### config.mk
export PLATFORM = sky130hd
export DESIGN_NAME = wb_cmd_sequencer
export DESIGN_NICKNAME = d
export VERILOG_FILES = /design/src/rtl/wb_cmd_pkg.sv /design/src/rtl/wb_cmd_buf.sv /design/src/rtl/wb_cmd_sequencer.sv
export SDC_FILE = /design/constraint.sdc
export NUM_CORES = 1
export LEC_CHECK = 0
export CORE_MARGIN = 4
export CORE_UTILIZATION = 41
export DETAILED_ROUTE_END_ITERATION = 7
export DONT_BUFFER_PORTS = 1
export PLACE_DENSITY = 0.67
export SYNTH_ARGS = -nofsm -noshare
export SYNTH_HDL_FRONTEND = slang
export SYNTH_SLANG_ARGS = --single-unit
### constraint.sdc
create_clock -name clk -period 1.81 [get_ports clk]
set_input_delay 0.543 -clock clk [delete_from_list [all_inputs] [get_ports clk]]
set_output_delay 0.543 -clock clk [all_outputs]
set_load 0.005 [all_outputs]
### src/rtl/wb_cmd_pkg.sv
// Shared types and constants for the UART-command Wishbone sequencer.
// Opcodes, response codes, FSM states and status-word layout.
package wb_cmd_pkg;

  localparam int CMD_W = 34;

  typedef enum logic [1:0] {
    CMD_READ  = 2'b00,
    CMD_WRITE = 2'b01,
    CMD_ADDR  = 2'b10,
    CMD_STAT  = 2'b11
  } opcode_e;

  typedef enum logic [1:0] {
    RSP_READ_OK  = 2'b00,
    RSP_WRITE_OK = 2'b01,
    RSP_ERR      = 2'b10,
    RSP_STAT     = 2'b11
  } rsp_code_e;

  typedef enum logic [1:0] {
    ST_IDLE = 2'b00,
    ST_BUS  = 2'b01,
    ST_RESP = 2'b10
  } state_e;

  localparam int STAT_OVF  = 0;
  localparam int STAT_BERR = 1;
  localparam int STAT_TMO  = 2;

  function automatic logic [31:0] status_word(input logic [2:0] sticky, input logic [7:0] txn_cnt);
    return {16'h0000, txn_cnt, 5'b00000, sticky};
  endfunction

endpackage

### src/rtl/wb_cmd_buf.sv
// Single-entry command holding register; a push is accepted when empty or
// when the entry is popped in the same cycle, otherwise it is reported as dropped.
module wb_cmd_buf
  import wb_cmd_pkg::*;
(
  input  logic             clk,
  input  logic             rst,
  input  logic             push_i,
  input  logic [CMD_W-1:0] data_i,
  input  logic             pop_i,
  output logic             valid_o,
  output logic [CMD_W-1:0] data_o,
  output logic             drop_o
);

  logic             valid_q, valid_d;
  logic [CMD_W-1:0] data_q, data_d;
  logic             accept_s;

  // Next entry contents from push/pop.
  always_comb begin
    accept_s = push_i & (~valid_q | pop_i);
    valid_d  = valid_q;
    data_d   = data_q;
    if (accept_s) begin
      valid_d = 1'b1;
      data_d  = data_i;
    end else if (pop_i) begin
      valid_d = 1'b0;
    end else begin
      valid_d = valid_q;
    end
  end

  // Entry registers.
  always_ff @(posedge clk or negedge rst) begin
    if (!rst) begin
      valid_q <= 1'b0;
      data_q  <= {CMD_W{1'b0}};
    end else begin
      valid_q <= valid_d;
      data_q  <= data_d;
    end
  end

  assign valid_o = valid_q;
  assign data_o  = data_q;
  assign drop_o  = push_i & ~accept_s;

endmodule

### src/rtl/wb_cmd_sequencer.sv
// Wishbone classic master driven by decoded UART commands; runs one bus
// cycle at a time with ack/err/timeout handling and returns a response word.
module wb_cmd_sequencer
  import wb_cmd_pkg::*;
#(
  parameter int unsigned TIMEOUT_CYCLES = 255,
  parameter bit          AUTO_INC       = 1'b1
) (
  input  logic        clk,
  input  logic        rst,
  input  logic [33:0] cmd_i,
  input  logic        cmd_valid_i,
  output logic        wb_cyc_o,
  output logic        wb_stb_o,
  output logic        wb_we_o,
  output logic [31:0] wb_adr_o,
  output logic [31:0] wb_dat_o,
  output logic [3:0]  wb_sel_o,
  input  logic [31:0] wb_dat_i,
  input  logic        wb_ack_i,
  input  logic        wb_err_i,
  output logic        rsp_valid_o,
  input  logic        rsp_ready_i,
  output logic [1:0]  rsp_code_o,
  output logic [31:0] rsp_data_o,
  output logic        overflow_o
);

  localparam logic [15:0] TMO_LAST = 16'(TIMEOUT_CYCLES - 1);

  state_e      state_q, state_d;
  logic [31:0] addr_q, addr_d;
  logic        cyc_q, cyc_d;
  logic        we_q, we_d;
  logic [31:0] dat_q, dat_d;
  logic        rsp_valid_q, rsp_valid_d;
  logic [1:0]  rsp_code_q, rsp_code_d;
  logic [31:0] rsp_data_q, rsp_data_d;
  logic [2:0]  sticky_q, sticky_d;
  logic [7:0]  txn_q, txn_d;
  logic [15:0] tmo_q, tmo_d;

  logic             pop_s;
  logic             buf_valid_s;
  logic             buf_drop_s;
  logic [CMD_W-1:0] buf_data_s;
  opcode_e          op_s;
  logic [31:0]      payload_s;

  assign pop_s     = (state_q == ST_IDLE) & buf_valid_s;
  assign op_s      = opcode_e'(buf_data_s[33:32]);
  assign payload_s = buf_data_s[31:0];

  wb_cmd_buf u_buf (
    .clk     (clk),
    .rst     (rst),
    .push_i  (cmd_valid_i),
    .data_i  (cmd_i),
    .pop_i   (pop_s),
    .valid_o (buf_valid_s),
    .data_o  (buf_data_s),
    .drop_o  (buf_drop_s)
  );

  // Sequencer next-state, bus and response logic.
  always_comb begin
    state_d     = state_q;
    addr_d      = addr_q;
    cyc_d       = cyc_q;
    we_d        = we_q;
    dat_d       = dat_q;
    rsp_valid_d = rsp_valid_q;
    rsp_code_d  = rsp_code_q;
    rsp_data_d  = rsp_data_q;
    sticky_d    = sticky_q;
    txn_d       = txn_q;
    tmo_d       = tmo_q;
    case (state_q)
      ST_IDLE: begin
        if (pop_s) begin
          case (op_s)
            CMD_ADDR: addr_d = payload_s;
            CMD_STAT: begin
              rsp_valid_d = 1'b1;
              rsp_code_d  = RSP_STAT;
              rsp_data_d  = status_word(sticky_q, txn_q);
              sticky_d    = 3'b000;
              state_d     = ST_RESP;
            end
            default: begin
              cyc_d   = 1'b1;
              we_d    = (op_s == CMD_WRITE);
              dat_d   = (op_s == CMD_WRITE) ? payload_s : 32'h0000_0000;
              tmo_d   = 16'd0;
              state_d = ST_BUS;
            end
          endcase
        end else begin
          state_d = ST_IDLE;
        end
      end
      ST_BUS: begin
        if (wb_err_i || wb_ack_i || (tmo_q == TMO_LAST)) begin
          cyc_d       = 1'b0;
          we_d        = 1'b0;
          dat_d       = 32'h0000_0000;
          rsp_valid_d = 1'b1;
          txn_d       = txn_q + 8'd1;
          state_d     = ST_RESP;
          // err outranks ack; neither means the cycle budget ran out.
          if (wb_err_i) begin
            rsp_code_d          = RSP_ERR;
            rsp_data_d          = 32'h0000_0000;
            sticky_d[STAT_BERR] = 1'b1;
          end else if (wb_ack_i) begin
            rsp_code_d = we_q ? RSP_WRITE_OK : RSP_READ_OK;
            rsp_data_d = we_q ? addr_q : wb_dat_i;
            if (AUTO_INC) begin
              addr_d = addr_q + 32'd4;
            end else begin
              addr_d = addr_q;
            end
          end else begin
            rsp_code_d         = RSP_ERR;
            rsp_data_d         = 32'h0000_0000;
            sticky_d[STAT_TMO] = 1'b1;
          end
        end else begin
          tmo_d = tmo_q + 16'd1;
        end
      end
      ST_RESP: begin
        if (rsp_ready_i) begin
          rsp_valid_d = 1'b0;
          state_d     = ST_IDLE;
        end else begin
          state_d = ST_RESP;
        end
      end
      default: state_d = ST_IDLE;
    endcase
    // A drop in the same cycle as a status read is a new event and survives the clear.
    if (buf_drop_s) begin
      sticky_d[STAT_OVF] = 1'b1;
    end else begin
      sticky_d[STAT_OVF] = sticky_d[STAT_OVF];
    end
  end

  // State and output registers.
  always_ff @(posedge clk or negedge rst) begin
    if (!rst) begin
      state_q     <= ST_IDLE;
      addr_q      <= 32'h0000_0000;
      cyc_q       <= 1'b0;
      we_q        <= 1'b0;
      dat_q       <= 32'h0000_0000;
      rsp_valid_q <= 1'b0;
      rsp_code_q  <= 2'b00;
      rsp_data_q  <= 32'h0000_0000;
      sticky_q    <= 3'b000;
      txn_q       <= 8'd0;
      tmo_q       <= 16'd0;
    end else begin
      state_q     <= state_d;
      addr_q      <= addr_d;
      cyc_q       <= cyc_d;
      we_q        <= we_d;
      dat_q       <= dat_d;
      rsp_valid_q <= rsp_valid_d;
      rsp_code_q  <= rsp_code_d;
      rsp_data_q  <= rsp_data_d;
      sticky_q    <= sticky_d;
      txn_q       <= txn_d;
      tmo_q       <= tmo_d;
    end
  end

  assign wb_cyc_o    = cyc_q;
  assign wb_stb_o    = cyc_q;
  assign wb_we_o     = we_q;
  assign wb_adr_o    = addr_q;
  assign wb_dat_o    = dat_q;
  assign wb_sel_o    = cyc_q ? 4'hF : 4'h0;
  assign rsp_valid_o = rsp_valid_q;
  assign rsp_code_o  = rsp_code_q;
  assign rsp_data_o  = rsp_data_q;
  assign overflow_o  = sticky_q[STAT_OVF];

endmodule

# Word level (Yosys, flattened, before mapping)

Index checks and enable logic that the tools add are counted.

Flip-flop bits (word level): 165
Input bits: 72

Bitwise logic cells: 6
Equal/unequal tests: 18
Multiplexer cells: 58
$add $sub $neg: 3
Reductions and logical operators: 20

Operators with widths:

| operator              | number |
|---|---|
| $mux 32               | 15 |
| $pmux 32 s2           | 3 |
| $mux 16               | 3 |
| $add 32x3->32 const B | 1 |
| $pmux 16 s2           | 1 |
| $mux 2                | 9 |
| $mux 1                | 17 |
| $add 16x1->16 const B | 1 |
| $eq 16x8->1 const B   | 1 |
| $ne 2x2->1 const B    | 8 |
| $pmux 2 s2            | 3 |
| $reduce_and 4->1      | 3 |
| $reduce_and 6->1      | 2 |
| $reduce_and 5->1      | 2 |
| $reduce_bool 2->1     | 5 |
| $add 8x1->8 const B   | 1 |
| $eq 2x2->1 const B    | 3 |
| $mux 3                | 2 |
| $ne 2x1->1 const B    | 3 |
| $pmux 2 s3            | 1 |
| $eq 2x1->1 const B    | 2 |
| $mux 4                | 1 |
| $pmux 1 s2            | 2 |
| $reduce_and 2->1      | 2 |
| 10 further kinds      | 14 |

# Depth between registers and ports, before layout

Gate-level depths: netlist of the first run.

Word-level depth: 8
Depth in mapped cells: 9
Depth with buffers taken out: 7

# Hierarchy

From an unflattened synthesis of the first run, not the netlist that was laid out.

Cells, all modules: 734
Area total of the unflattened synthesis: 7803.7 µm²

By module, submodules not included:

| module           | cells an instance | sequential area each (µm²) | instances | area an instance (µm²) |
|---|---|---|---|---|
| wb_cmd_sequencer | 657               | 3253.1                     | 1         | 6336.1 |
| wb_cmd_buf       | 77                | 875.8                      | 1         | 1467.7 |

# Worst setup path before layout of the first run

No wires, ideal clock.

Kind: flip-flop to flip-flop
From: reg tmo_q[0]
To: reg txn_q[6]
Path slack: -145 ps
Setup time: 123 ps
Arrival time: 1831 ps
Cell stages (with the launch flop): 8
Clock period less this slack: 1955 ps
Buffers on the path: 0
Cell sequence: dfrtp_1 -> inv_1 -> ha_1 -> nor4b_4 -> and4_1 -> o21ai_2 -> or4_4 -> xnor2_2

Word-level cells in the longest chain between the ends: 3

Ends and longest elaborated chain:

| what                       | RTL line                | text |
|---|---|---|
| from (decl)                | wb_cmd_sequencer.sv:41  | `logic [15:0] tmo_q, tmo_d;` |
| from (signal assigned)     | wb_cmd_sequencer.sv:175 | `tmo_q <= tmo_d;` |
| $eq 16x8->1                | wb_cmd_sequencer.sv:103 | `if (wb_err_i \|\| wb_ack_i \|\| (tmo_q == TMO_LAST)) begin` |
| $logic_or 1x1->1           | wb_cmd_sequencer.sv:103 |  |
| $reduce_and 2->1 (no line) | --                      |  |
| to (signal assigned)       | wb_cmd_sequencer.sv:174 | `txn_q <= txn_d;` |
| to (decl)                  | wb_cmd_sequencer.sv:40  | `logic [7:0] txn_q, txn_d;` |

Every way passes these cells.
A chain may end at the register's enable or synchronous reset.

# Final worst setup path of the first run

From: reg tmo_q[0]
To: reg dat_q[19] (netlist: wb_dat_o[19])

Word-level cells in the longest chain between the ends: 4

Ends and longest elaborated chain:

| what                       | RTL line                | text |
|---|---|---|
| $eq 16x8->1                | wb_cmd_sequencer.sv:103 |  |
| $logic_or 1x1->1           | wb_cmd_sequencer.sv:103 |  |
| $ne 2x2->1 (no line)       | --                      |  |
| $reduce_and 4->1 (no line) | --                      |  |
| to (signal assigned)       | wb_cmd_sequencer.sv:169 | `dat_q <= dat_d;` |
| to (decl)                  | wb_cmd_sequencer.sv:35  | `logic [31:0] dat_q, dat_d;` |

Every way passes these cells.

==> summary.md, run 1 <==
| Metric | Value |
|---|---|
| Overflow after GRT | 0 |
| Top post-synthesis cells by count | 165 x dfrtp_1, 80 x nand2_1, 73 x o21ai_0 |
| Cells after Synth | 720 |
| IO Port Bufs | 0 |
| H-tree depth | 4 |
| Top_reg_cell synth | dfrtp_1 |
| CTS tree | done |
| Clock Path Buffers | 2 |
| Share of the synthesized area in the top cell type | 0.535 |
| CTS Buf Count | 17 |
| Largest net degree at the start of global routing | 166 |
| Lkg Pwr | 0.00412 µW |
| Final period util | 1.07 |
| Pre-Repair DR Iteration Count | 5 |
| Critical Path End | wb_dat_o[19] |
| R2R Path End | wb_dat_o[19] |
| Critical Path End Type | flip-flop |
| Register-to-register setup slack | -0.12 ns |
| Fillers | 1,610 |
| Area Growth Syn to Fin | 22.7% |
| Pwr/cell area | 1740 mW/mm² |
| Placer Congestion | 0.911 |
| Core Box Area | 0.0182 mm² |
| Number of global-route vias before repair | 6,243 |
| Cell family with the largest share of critical-path delay | simple AND/OR/NAND/NOR gates |
| Switching Share | 0.384 |
| Number of hold violations in the final report | 165 |
| Slew headroom | 0.751 |
| Vias | 6,173 |
| Ys Warns | 0 |
| Max_cap viols | 0 |
| Sequential group share of total power | 0.393 |
| Post-Syn Area per Cell | 10.7 µm² |
| Routed wire length | 23,000 µm |
| Worst reg2reg startpoint | tmo_q[0] |
| Largest area contributor in the netlist | dfrtp_1 |
| Total GRT Usage | 0.212 |
| Crit path largest cell delay | 0.38 ns |
| Sw power | 6340 µW |
| Clock latency on the worst-skew pair | 0.43 ns |
| Die height | 145 µm |
| Net count after synthesis | 796 |
| Tightest Pin Transition | 0.374 ns |
| Synth Area in Compound Gates | 0.173 |
| Crit Path Class | reg2reg |
| Final ANT Viol Nets | 0 |
| Failing checks | hold timing, setup timing |
| Comb power frac | 0.382 |
| Initial DRC Count | 536 |
| Initial antenna violation count | 3 |
| Worst reg-to-reg path cell count | 9 |
| Largest family of logic cells by synthesized area | compound AO/OA/AOI/OAI gates |
| Slowest-stage cell, CP | dfrtp_1 |
| Drc violations | 0 |
| Reg clk slew, reported paths | 0.07 ns |
| Top-count cell post-synth | dfrtp_1 |
| Fin Hold WS | -0.188 ns |
| Async set or reset register ratio after synthesis | 1.00 |
| CP bufs+invs | 3 |
| CP arrival | 2.25 ns |
| Cell Chain, Critical Path | inv_1 > ha_1 > nor4b_4 > buf_4 > a41oi_4 > nor2_4 > nor2_2 > buf_12 > a22o_1 |
| Worst setup margin | -0.122 ns |
| Max Slew Vio Count | 0 |
| Clock power share | 0.225 |
| Internal Pwr Total | 10,200 µW |
| Ports | 179 |
| Die Width | 145 µm |
| Status | finished, violations left |
| RSZ-0062 raised after global routing | true |
| Min Clock Period, post-route | 1.93 ns |
| Critical path startpoint | tmo_q[0] |
| Largest cells by area after synthesis | dfrtp_1 54%, mux2_2 6.7%, o21ai_0 4.7%, nand2_1 3.9%, a22o_1 3.6% |
| Layout cells sized above 1 | 0.282 |
| Post-layout net count | 865 |
| # clock sinks | 165 |
| Final Setup Violations | 74 |
| Worst hold path type | in2async |
| Mux contribution to synthesized area | 0.0970 |
| Fmax | 518 MHz |
| Post-DP HPWL | 16,600 µm |
| Yosys cell types | 66 |
| Post-route setup TNS | -4.87 ns |
| Seq cells post-synth | 165 |
| Initial Util | 0.424 |
| Final clock skew | 0.00932 ns |
| Die area | 0.0211 mm² |
| Seq/Total Area, Yosys | 0.535 |
| Drt wl/cell | 22.3 µm |
| Adder-cell share of the synthesized area | 0.00649 |
| First-pass GRT wire length | 35,500 µm |
| Post-Syn Area | 0.00771 mm² |
| Worst path depth | 9 |
| Startpoint Class | flip-flop |
| EDFF count, synth | 0 |
| Post-Synth Simple-Gate Area | 0.137 |
| Max VDD drop | 0.767 mV |
| Cell Rows | 49 |
| Via density | 5.98 |
| Xor-xnor portion of the synthesized cell area | 0.0123 |
| Critical Path RT | 2.12 ns |
| Max FO, Critical Path | 33 |
| Clock Root Buffer | clkbuf_16 |
[worst min-delay path by stage]
stage	slack, ns	endpoint	from	cells past startpoint
after floorplan	0.25	rsp_code_o[0]	rst	0
after global routing	-0.21	wb_dat_o[14]	rst	0
final	-0.19	u_buf.data_o[19]	rst	0
after detailed placement	0.25	wb_dat_o[17]	rst	0
after global placement	0.25	u_buf.data_o[18]	rst	0
after CTS	-0.21	wb_dat_o[28]	rst	0
[per-layer routing]
metal	global-route usage	wire (µm)	share of wire	vias to the layer above
met2	0.323	10500	0.46	241
met5	0	7	0.00030	-
li1	-	-	-	2792
met3	0.0596	1670	0.073	36
met4	0.0755	447	0.019	2
met1	0.291	10300	0.45	3102
[repair_timing]
| item | CTS | global route |
|---|---|---|
| gates cloned | 0 | 2 |
| setup buffers | 1 | 4 |
| pin swaps | 1 | 12 |
| hold endpoints to repair | 165 | 165 |
| setup endpoints to repair | 71 | 98 |
| gates resized for setup | 22 | 38 |
[flip-flops by register name, summed over array words and instances, names as in the netlist]
register	flops
rsp_data_o	32
u_buf.valid_o	1
wb_we_o	1
txn_q	8
wb_dat_o	32
tmo_q	16
wb_adr_o	32
state_q	2
rsp_code_o	2
wb_cyc_o	1
sticky_q	3
u_buf.data_o	34
rsp_valid_o	1
[cells in the final DEF, fill, tap and decap left out, types with 3 or more instances in the layout]
cell type / n
nand4_1: 20
nor3_2: 3
clkbuf_16: 18
mux2i_1: 23
and3_1: 9
a21oi_2: 4
clkinvlp_4: 3
mux2_2: 46
xnor2_1: 5
o21ai_1: 18
and4_1: 4
nand2_1: 78
ha_1: 4
a2bb2oi_1: 3
clkbuf_8: 3
o21ai_0: 54
inv_1: 14
a22oi_1: 12
inv_6: 4
buf_12: 8
or3_1: 3
a21o_1: 5
or3_4: 3
buf_4: 83
a22o_1: 32
dfrtp_1: 162
nor3_1: 4
o22ai_1: 12
xor2_1: 4
a31oi_1: 6
buf_6: 7
a21oi_1: 35
nor2_1: 27
nand3_1: 19
[per-stage QoR]
step | std cells | cell area (µm²) | setup slack (ns) | total power, µW | utilization
6_report | 1032 | 9460 | -0.122 | 16500 | 0.520
2_1_floorplan | 720 | 7740 | -0.137 | 9790 | -
5_1_grt | 1032 | 9460 | -0.192 | 17400 | 0.520
3_5_place_dp | 992 | 8600 | -0.158 | 12400 | 0.472
3_3_place_gp | 992 | 8600 | -0.0324 | 12100 | 0.472
4_1_cts | 1025 | 9250 | -0.0967 | 16200 | 0.508
[cells by family (layout without fill, tap and decap cells)]
logic type / count (synthesis) / after routing
other: 0 / 1
buffers and inverters: 64 / 146
XOR/XNOR: 10 / 10
multiplexers: 69 / 69
flip-flops: 165 / 165
AO/OA/AOI/OAI: 207 / 207
AND/OR/NAND/NOR: 201 / 201
adder cells (fa/ha/maj): 4 / 4
[power groups by stage]
stage	combinational [µW]	clock, µW	sequential [µW]
floorplan	3660	0	6140
global placement	5650	0	6440
detailed placement	5870	0	6510
CTS	5930	3790	6460
global route	6820	3930	6660
finish	6300	3710	6480
[layout make-up]
cell class / instances / area (µm²) / area share
flip-flops and latches: 165 / 4140 / 0.437
repair buffers: 100 / 902 / 0.0954
well taps: 229 / 287 / 0.0303
inverters: 14 / 52.6 / 0.00555
clock inverters: 12 / 143 / 0.0151
diodes: 1 / 2.50 / 0.000265
multi-input cells: 491 / 3470 / 0.367
clock buffers: 20 / 467 / 0.0493
Power figures use the tool's default switching activity.
==> run 2: changes to the inputs <==
CORE_UTILIZATION = 57   (was 41)
PLACE_DENSITY = 0.85   (was 0.67)
==> run 2 against run 1 <==
The flow still finishes with violations (hold timing, setup timing). Global-route usage increased by 7.2 points. Worst setup slack improved by 0.031 ns. Count of clock-buffer cells in the layout unchanged. Power increased by 0.53%. First-iteration DRC count increased by 52%. Flip-flop and latch count unchanged. Critical path depth decreased by 1. Hold slack improved by 0.010 ns. Sequential share of layout area increased by 0.13 points. Routed wire length decreased by 0.19%. Largest power group unchanged.
==> summary.md, run 2 (synthesis gave the netlist of run 1 again) <==
| Metric | Value |
|---|---|
| Status | finished, violations left |
| Failing checks | hold timing, setup timing |
| CTS Buf Count | 17 (unchanged) |
| Number of hold violations in the final report | 165 (unchanged) |
| Pre-Repair DR Iteration Count | 5 (unchanged) |
| Tightest Pin Transition | 0.377 ns (+0.00282 ns) |
| Worst setup margin | -0.0911 ns (+0.0306 ns) |
| Slew headroom | 0.749 (-0.00188) |
| Max_cap viols | 0 (unchanged) |
| Clock Root Buffer | clkbuf_16 |
| Reg clk slew, reported paths | 0.06 ns (about the same) |
| Final period util | 1.05 (-0.0169) |
| Clock power share | 0.216 (-0.009) |
| Antenna Cells | 0 (-1) |
| CP arrival | 2.20 ns (-0.05 ns) |
| Total GRT Usage | 0.283 (+0.0718) |
| Max FFs per register | 34 (unchanged) |
| Wire length on met2 | 10,800 µm (+2.0%) |
| Post-DP HPWL | 15,800 µm (-4.8%) |
| # clock sinks | 165 (unchanged) |
| Lkg Pwr | 0.00410 µW (-0.72%) |
| Sw power | 6410 µW (+1.2%) |
| Crit Path Class | reg2reg |
| DR top layer | met4 |
| Placed Instances | 933 (-5.9%) |
| Min Clock Period, post-route | 1.90 ns (-0.0306 ns) |
| IO Port Bufs | 0 (unchanged) |
| Pwr/cell area | 1760 mW/mm² (+0.84%) |
| Fmax | 526 MHz (+1.6%) |
| Met3 Wirelength | 2440 µm (+46%) |
| Routed wire length | 23,000 µm (-0.19%) |
| Wire length on met1 | 9050 µm (-13%) |
| Cell Rows | 42 (-14%) |
| Final clock skew | 0.0128 ns (+0.00348 ns) |
| Drt wl/cell | 23.4 µm (+4.8%) |
| Overflow after GRT | 0 (unchanged) |
| Comb power frac | 0.387 (+0.005) |
| Critical Path RT | 2.11 ns (about the same) |
| Switching Share | 0.387 (+0.00240) |
| Largest net degree at the start of global routing | 166 (unchanged) |
| CTS tree | done |
| Total Power | 16,600 µW (+0.53%) |
| Sequential group share of total power | 0.397 (+0.004) |
| DP Area | 0.00849 mm² (-1.3%) |
| Clock Path Buffers | 2 (unchanged) |
| Post-layout net count | 871 (+0.69%) |
| Final cell count without fillers | 983 (-4.7%) |
| H-tree depth | 4 (unchanged) |
| Vias | 6,418 (+4.0%) |
| Initial Util | 0.582 (+0.159) |
| Clock latency on the worst-skew pair | 0.43 ns (about the same) |
| Number of global-route vias before repair | 6,399 (+2.5%) |
| First-pass GRT wire length | 35,000 µm (-1.4%) |
| Via density | 6.53 (+9.2%) |
| Critical Path End Type | flip-flop |
| Area Growth Syn to Fin | 22.3% |
| Die area | 0.0155 mm² (-27%) |
| Die Width | 124 µm (-14%) |
| Worst hold path type | in2async |
| Final Setup Violations | 63 (-15%) |
| Fin Hold WS | -0.177 ns (+0.0104 ns) |
| Most common cell after layout, fill and taps aside | dfrtp_1 |
| Final ANT Viol Nets | 0 (unchanged) |
| Layout cells sized above 1 | 0.292 (+0.0106) |
| Internal Pwr Total | 10,200 µW (+0.14%) |
| Core Box Area | 0.0132 mm² (-27%) |
| Die height | 124 µm (-14%) |
| Drc violations | 0 (unchanged) |
| Startpoint Class | flip-flop |
| Initial antenna violation count | 0 (-3) |
| Placer Congestion | 0.906 (-0.47%) |
| Most frequent cells in the layout | 160 x dfrtp_1, 90 x buf_4, 80 x nand2_1, 62 x o21ai_0, 46 x mux2_2 |
| Ports | 179 (unchanged) |
| Post-Layout Inst Area | 0.00943 mm² (-0.30%) |
| Initial DRC Count | 816 (+52%) |
| Max FO, Critical Path | 4 (-88%) |
| Fillers | 903 (-44%) |
| Max VDD drop | 1.00 mV (+31%) |
| Max Slew Vio Count | 0 (unchanged) |
| RSZ-0062 raised after global routing | true |
-- run 2: final timing paths --
check	from	end	slack, ns	cells after the start
worst max register to register	tmo_q[0]	txn_q[1]	-0.09	8
min in group clk	cmd_valid_i	u_buf.valid_o	0.23	2
worst min-delay path	rst	rsp_data_o[15]	-0.18	0
max in group asynchronous	rst	wb_adr_o[9]	1.65	0
worst max-delay path	tmo_q[0]	txn_q[1]	-0.09	8
worst min register to register	txn_q[7]	txn_q[7]	0.49	1
-- run 2: critical path, stage by stage, from the launching register on --
cell and delay [ns]:
dfrtp_1 0.37, inv_1 0.06, ha_1 0.15, nor4b_4 0.20
buf_4 0.16, a41oi_4 0.14, nor2_4 0.22, buf_4 0.16
mux2_2 0.32
-- run 2: through the flow --
stage               TNS (ns)   util  setup WS (ns)
floorplan             -0.174      -         -0.137
CTS                    -3.09  0.693         -0.105
global route           -9.35  0.712         -0.168
finish                 -3.71  0.712        -0.0911
global placement      -0.832  0.641        -0.0275
detailed placement     -2.06  0.641         -0.117
-- run 2: cell type report --
type                    instances  area [µm²]  share of cell area
multi-input cells             491        3510               0.372
flip-flops and latches        165        4140               0.438
inverters                      14        52.6             0.00557
repair buffers                106         933              0.0990
clock inverters                11         126              0.0134
well taps                     176         220              0.0233
clock buffers                  20         457              0.0484
-- run 2: power groups by stage --
stage          Combinational (µW)  Sequential [µW]  Clock, µW
4_1_cts                      5870             6520       3620
5_1_grt                      6850             6740       3810
2_1_floorplan                3660             6140          0
3_3_place_gp                 5440             6470          0
3_5_place_dp                 5700             6580          0
6_report                     6420             6580       3580
-- run 2: layer usage --
| metal | track usage | vias up |
|---|---|---|
| met3 | 0.0918 | 74 |
| li1 | - | 2787 |
| met1 | 0.374 | 3138 |
| met2 | 0.439 | 419 |
| met5 | 0 | - |
| met4 | 0.110 | 0 |
-- run 2: what timing repair did --
| action | in CTS | in global routing |
|---|---|---|
| gates resized for setup | 13 | 42 |
| hold endpoints to repair | 165 | 165 |
| gates cloned | 0 | 2 |
| pin swaps | 2 | 17 |
| setup endpoints to repair | 52 | 87 |
| buffers inserted | 5 | 12 |
==> run 3: changes to the inputs <==
CORE_MARGIN = 2   (was 4)
==> run 3 against run 2 <==
The run ends with DRC, hold timing, setup timing left. Sequential power decreased by 2%. Power decreased by 1.6%. Non-clock buffer count decreased by 15. Final area decreased by 1.7%. Fmax decreased by 1.5%. Highest routed layer unchanged.
==> summary.md, run 3 (synthesis gave the netlist of run 1 again) <==
| Metric | Value |
|---|---|
| Most common cell after layout, fill and taps aside | dfrtp_1 |
| Final ANT Viol Nets | 0 (unchanged) |
| Crit Path Class | reg2reg |
| H-tree depth | 4 (unchanged) |
| Die Width | 120 µm (-3.2%) |
| Startpoint Class | flip-flop |
| RSZ-0062 raised after global routing | true |
| Max FFs per register | 34 (unchanged) |
| Worst reg-to-reg path cell count | 9 (+1) |
| Final Setup Violations | 45 (-29%) |
| Wire length on met1 | 8790 µm (-2.9%) |
| Setup slack after placement | -0.0830 ns (+0.0338 ns) |
| Vias | 6,376 (-0.65%) |
| Critical Path RT | 2.13 ns (+0.02 ns) |
| Register-to-register setup slack | -0.12 ns (-0.03 ns) |
| Overflow after GRT | 0 (unchanged) |
| # clock sinks | 165 (unchanged) |
| Largest net degree at the start of global routing | 166 (unchanged) |
| First-pass GRT wire length | 34,600 µm (-1.1%) |
| Die area | 0.0145 mm² (-6.3%) |
| Ports | 179 (unchanged) |
| Placed Instances | 929 (-0.43%) |
| Final clock skew | 0.00987 ns (-0.00293 ns) |
| Drt wl/cell | 23.2 µm (-0.88%) |
| Reg clk slew, reported paths | 0.06 ns (about the same) |
| Slew headroom | 0.749 (about the same) |
| Post-Layout Inst Area | 0.00927 mm² (-1.7%) |
| Clock Path Buffers | 2 (unchanged) |
| Lkg Pwr | 0.00402 µW (-1.9%) |
| DP Area | 0.00847 mm² (-0.21%) |
| IO Port Bufs | 0 (unchanged) |
| Worst reg2reg startpoint | tmo_q[0] |
| Fillers | 937 (+3.8%) |
| Status | finished, violations left |
| Failing checks | DRC, hold timing, setup timing |
| Fin Hold WS | -0.189 ns (-0.0110 ns) |
| Core Box Area | 0.0132 mm² (unchanged) |
| Via density | 6.58 (+0.78%) |
| Multi-input gate area | 0.00347 mm² (-1.1%) |
| Critical Path End | tmo_q[8] |
| Initial DRC Count | 505 (-38%) |
| Routed wire length | 22,400 µm (-2.3%) |
| Cell Rows | 42 (unchanged) |
| Max Slew Vio Count | 0 (unchanged) |
| CTS tree | done |
| Critical Path End Type | flip-flop |
| Clock latency on the worst-skew pair | 0.43 ns (about the same) |
| CP arrival | 2.25 ns (+0.05 ns) |
| Placer Congestion | 0.943 (+4.0%) |
| Post-layout net count | 856 (-1.7%) |
| Number of hold violations in the final report | 165 (unchanged) |
| Die height | 120 µm (-3.2%) |
| Worst setup margin | -0.120 ns (-0.0285 ns) |
| Min Clock Period, post-route | 1.93 ns (+0.0285 ns) |
| Most frequent cells in the layout | 162 x dfrtp_1, 78 x buf_4, 77 x nand2_1, 61 x o21ai_0, 45 x mux2_2 |
| Fmax | 518 MHz (-1.5%) |
| Clock Root Buffer | clkbuf_16 |
| CTS Buf Count | 17 (unchanged) |
| Wire length on met2 | 10,400 µm (-3.6%) |
| Max_cap viols | 0 (unchanged) |
| Critical path startpoint | tmo_q[0] |
| Final period util | 1.07 (+0.0157) |
| Pre-Repair DR Iteration Count | 8 (+3) |
| R2R Path End | tmo_q[8] |
| Worst hold path type | in2async |
| Total GRT Usage | 0.312 (+0.0291) |
| Met3 Wirelength | 2470 µm (+1.4%) |
| Number of global-route vias before repair | 6,382 (-0.27%) |
| Layout cells sized above 1 | 0.276 (-0.0163) |
| Max VDD drop | 1.10 mV (+9.5%) |
| Max FO, Critical Path | 8 (+4) |
| DR top layer | met4 |
| Drc violations | 3 (+3) |
| Initial antenna violation count | 0 (unchanged) |
| Tightest Pin Transition | 0.373 ns (-0.00411 ns) |
| Post-DP HPWL | 15,600 µm (-1.1%) |
| Area Growth Syn to Fin | 20.2% |
| Pwr/cell area | 1760 mW/mm² (+0.11%) |
| Storage cell area | 0.00414 mm² (unchanged) |
| Antenna Cells | 0 (unchanged) |
| Initial Util | 0.582 (unchanged) |
| Final cell count without fillers | 969 (-1.4%) |
[run 3: worst min-delay path by stage]
stage | start | to | slack, ns | depth (start not counted)
after floorplan | rst | rsp_code_o[0] | 0.25 | 0
after global placement | rst | u_buf.data_o[18] | 0.25 | 0
after detailed placement | rst | u_buf.data_o[12] | 0.25 | 0
after CTS | rst | u_buf.data_o[12] | -0.21 | 0
after global routing | rst | u_buf.data_o[23] | -0.21 | 0
final | rst | wb_dat_o[17] | -0.19 | 0
[run 3: power by group]
part | total [µW] | switching, µW | internal, µW
clock | 3570 | 1530 | 2040
sequential | 6450 | 1400 | 5050
combinational | 6290 | 3400 | 2890
[run 3: critical path, stage by stage (launching register included)]
cell and delay, ns:
dfrtp_1 0.38, inv_1 0.07, ha_2 0.16, nor4b_4 0.20
buf_4 0.16, a41oi_4 0.15, a21oi_4 0.29, buf_6 0.17
o21ai_2 0.07, o21ai_1 0.16
[run 3: per-layer routing]
| layer | global-route usage | vias to the layer above |
|---|---|---|
| met3 | 0.0943 | 70 |
| met4 | 0.135 | 0 |
| met1 | 0.419 | 3131 |
| met5 | 0 | - |
| met2 | 0.474 | 409 |
| li1 | - | 2766 |
[run 3: what timing repair did]
action | in CTS | in global routing
endpoints found under the setup margin | 47 | 102
resized for setup | 18 | 34
pin swaps | 12 | 11
buffers inserted | 3 | 5
endpoints found under the hold margin | 165 | 165
[run 3: through the flow]
stage | total power (µW) | util | TNS, ns | hold slack (ns)
final | 16300 | 0.700 | -2.65 | -0.189
after detailed placement | 12300 | 0.640 | -1.03 | 0.251
after global routing | 17100 | 0.700 | -8.50 | -0.212
after floorplan | 9790 | - | -0.174 | 0.247
after CTS | 16000 | 0.691 | -2.16 | -0.205
after global placement | 11900 | 0.640 | -0.0183 | 0.253
[run 3: cell type report]
| cell class | instances | share of cell area |
|---|---|---|
| multi-input cells | 491 | 0.374 |
| clock buffers | 18 | 0.0463 |
| well taps | 176 | 0.0238 |
| inverters | 14 | 0.00567 |
| clock inverters | 14 | 0.0163 |
| repair buffers | 91 | 0.0875 |
| flip-flops and latches | 165 | 0.446 |
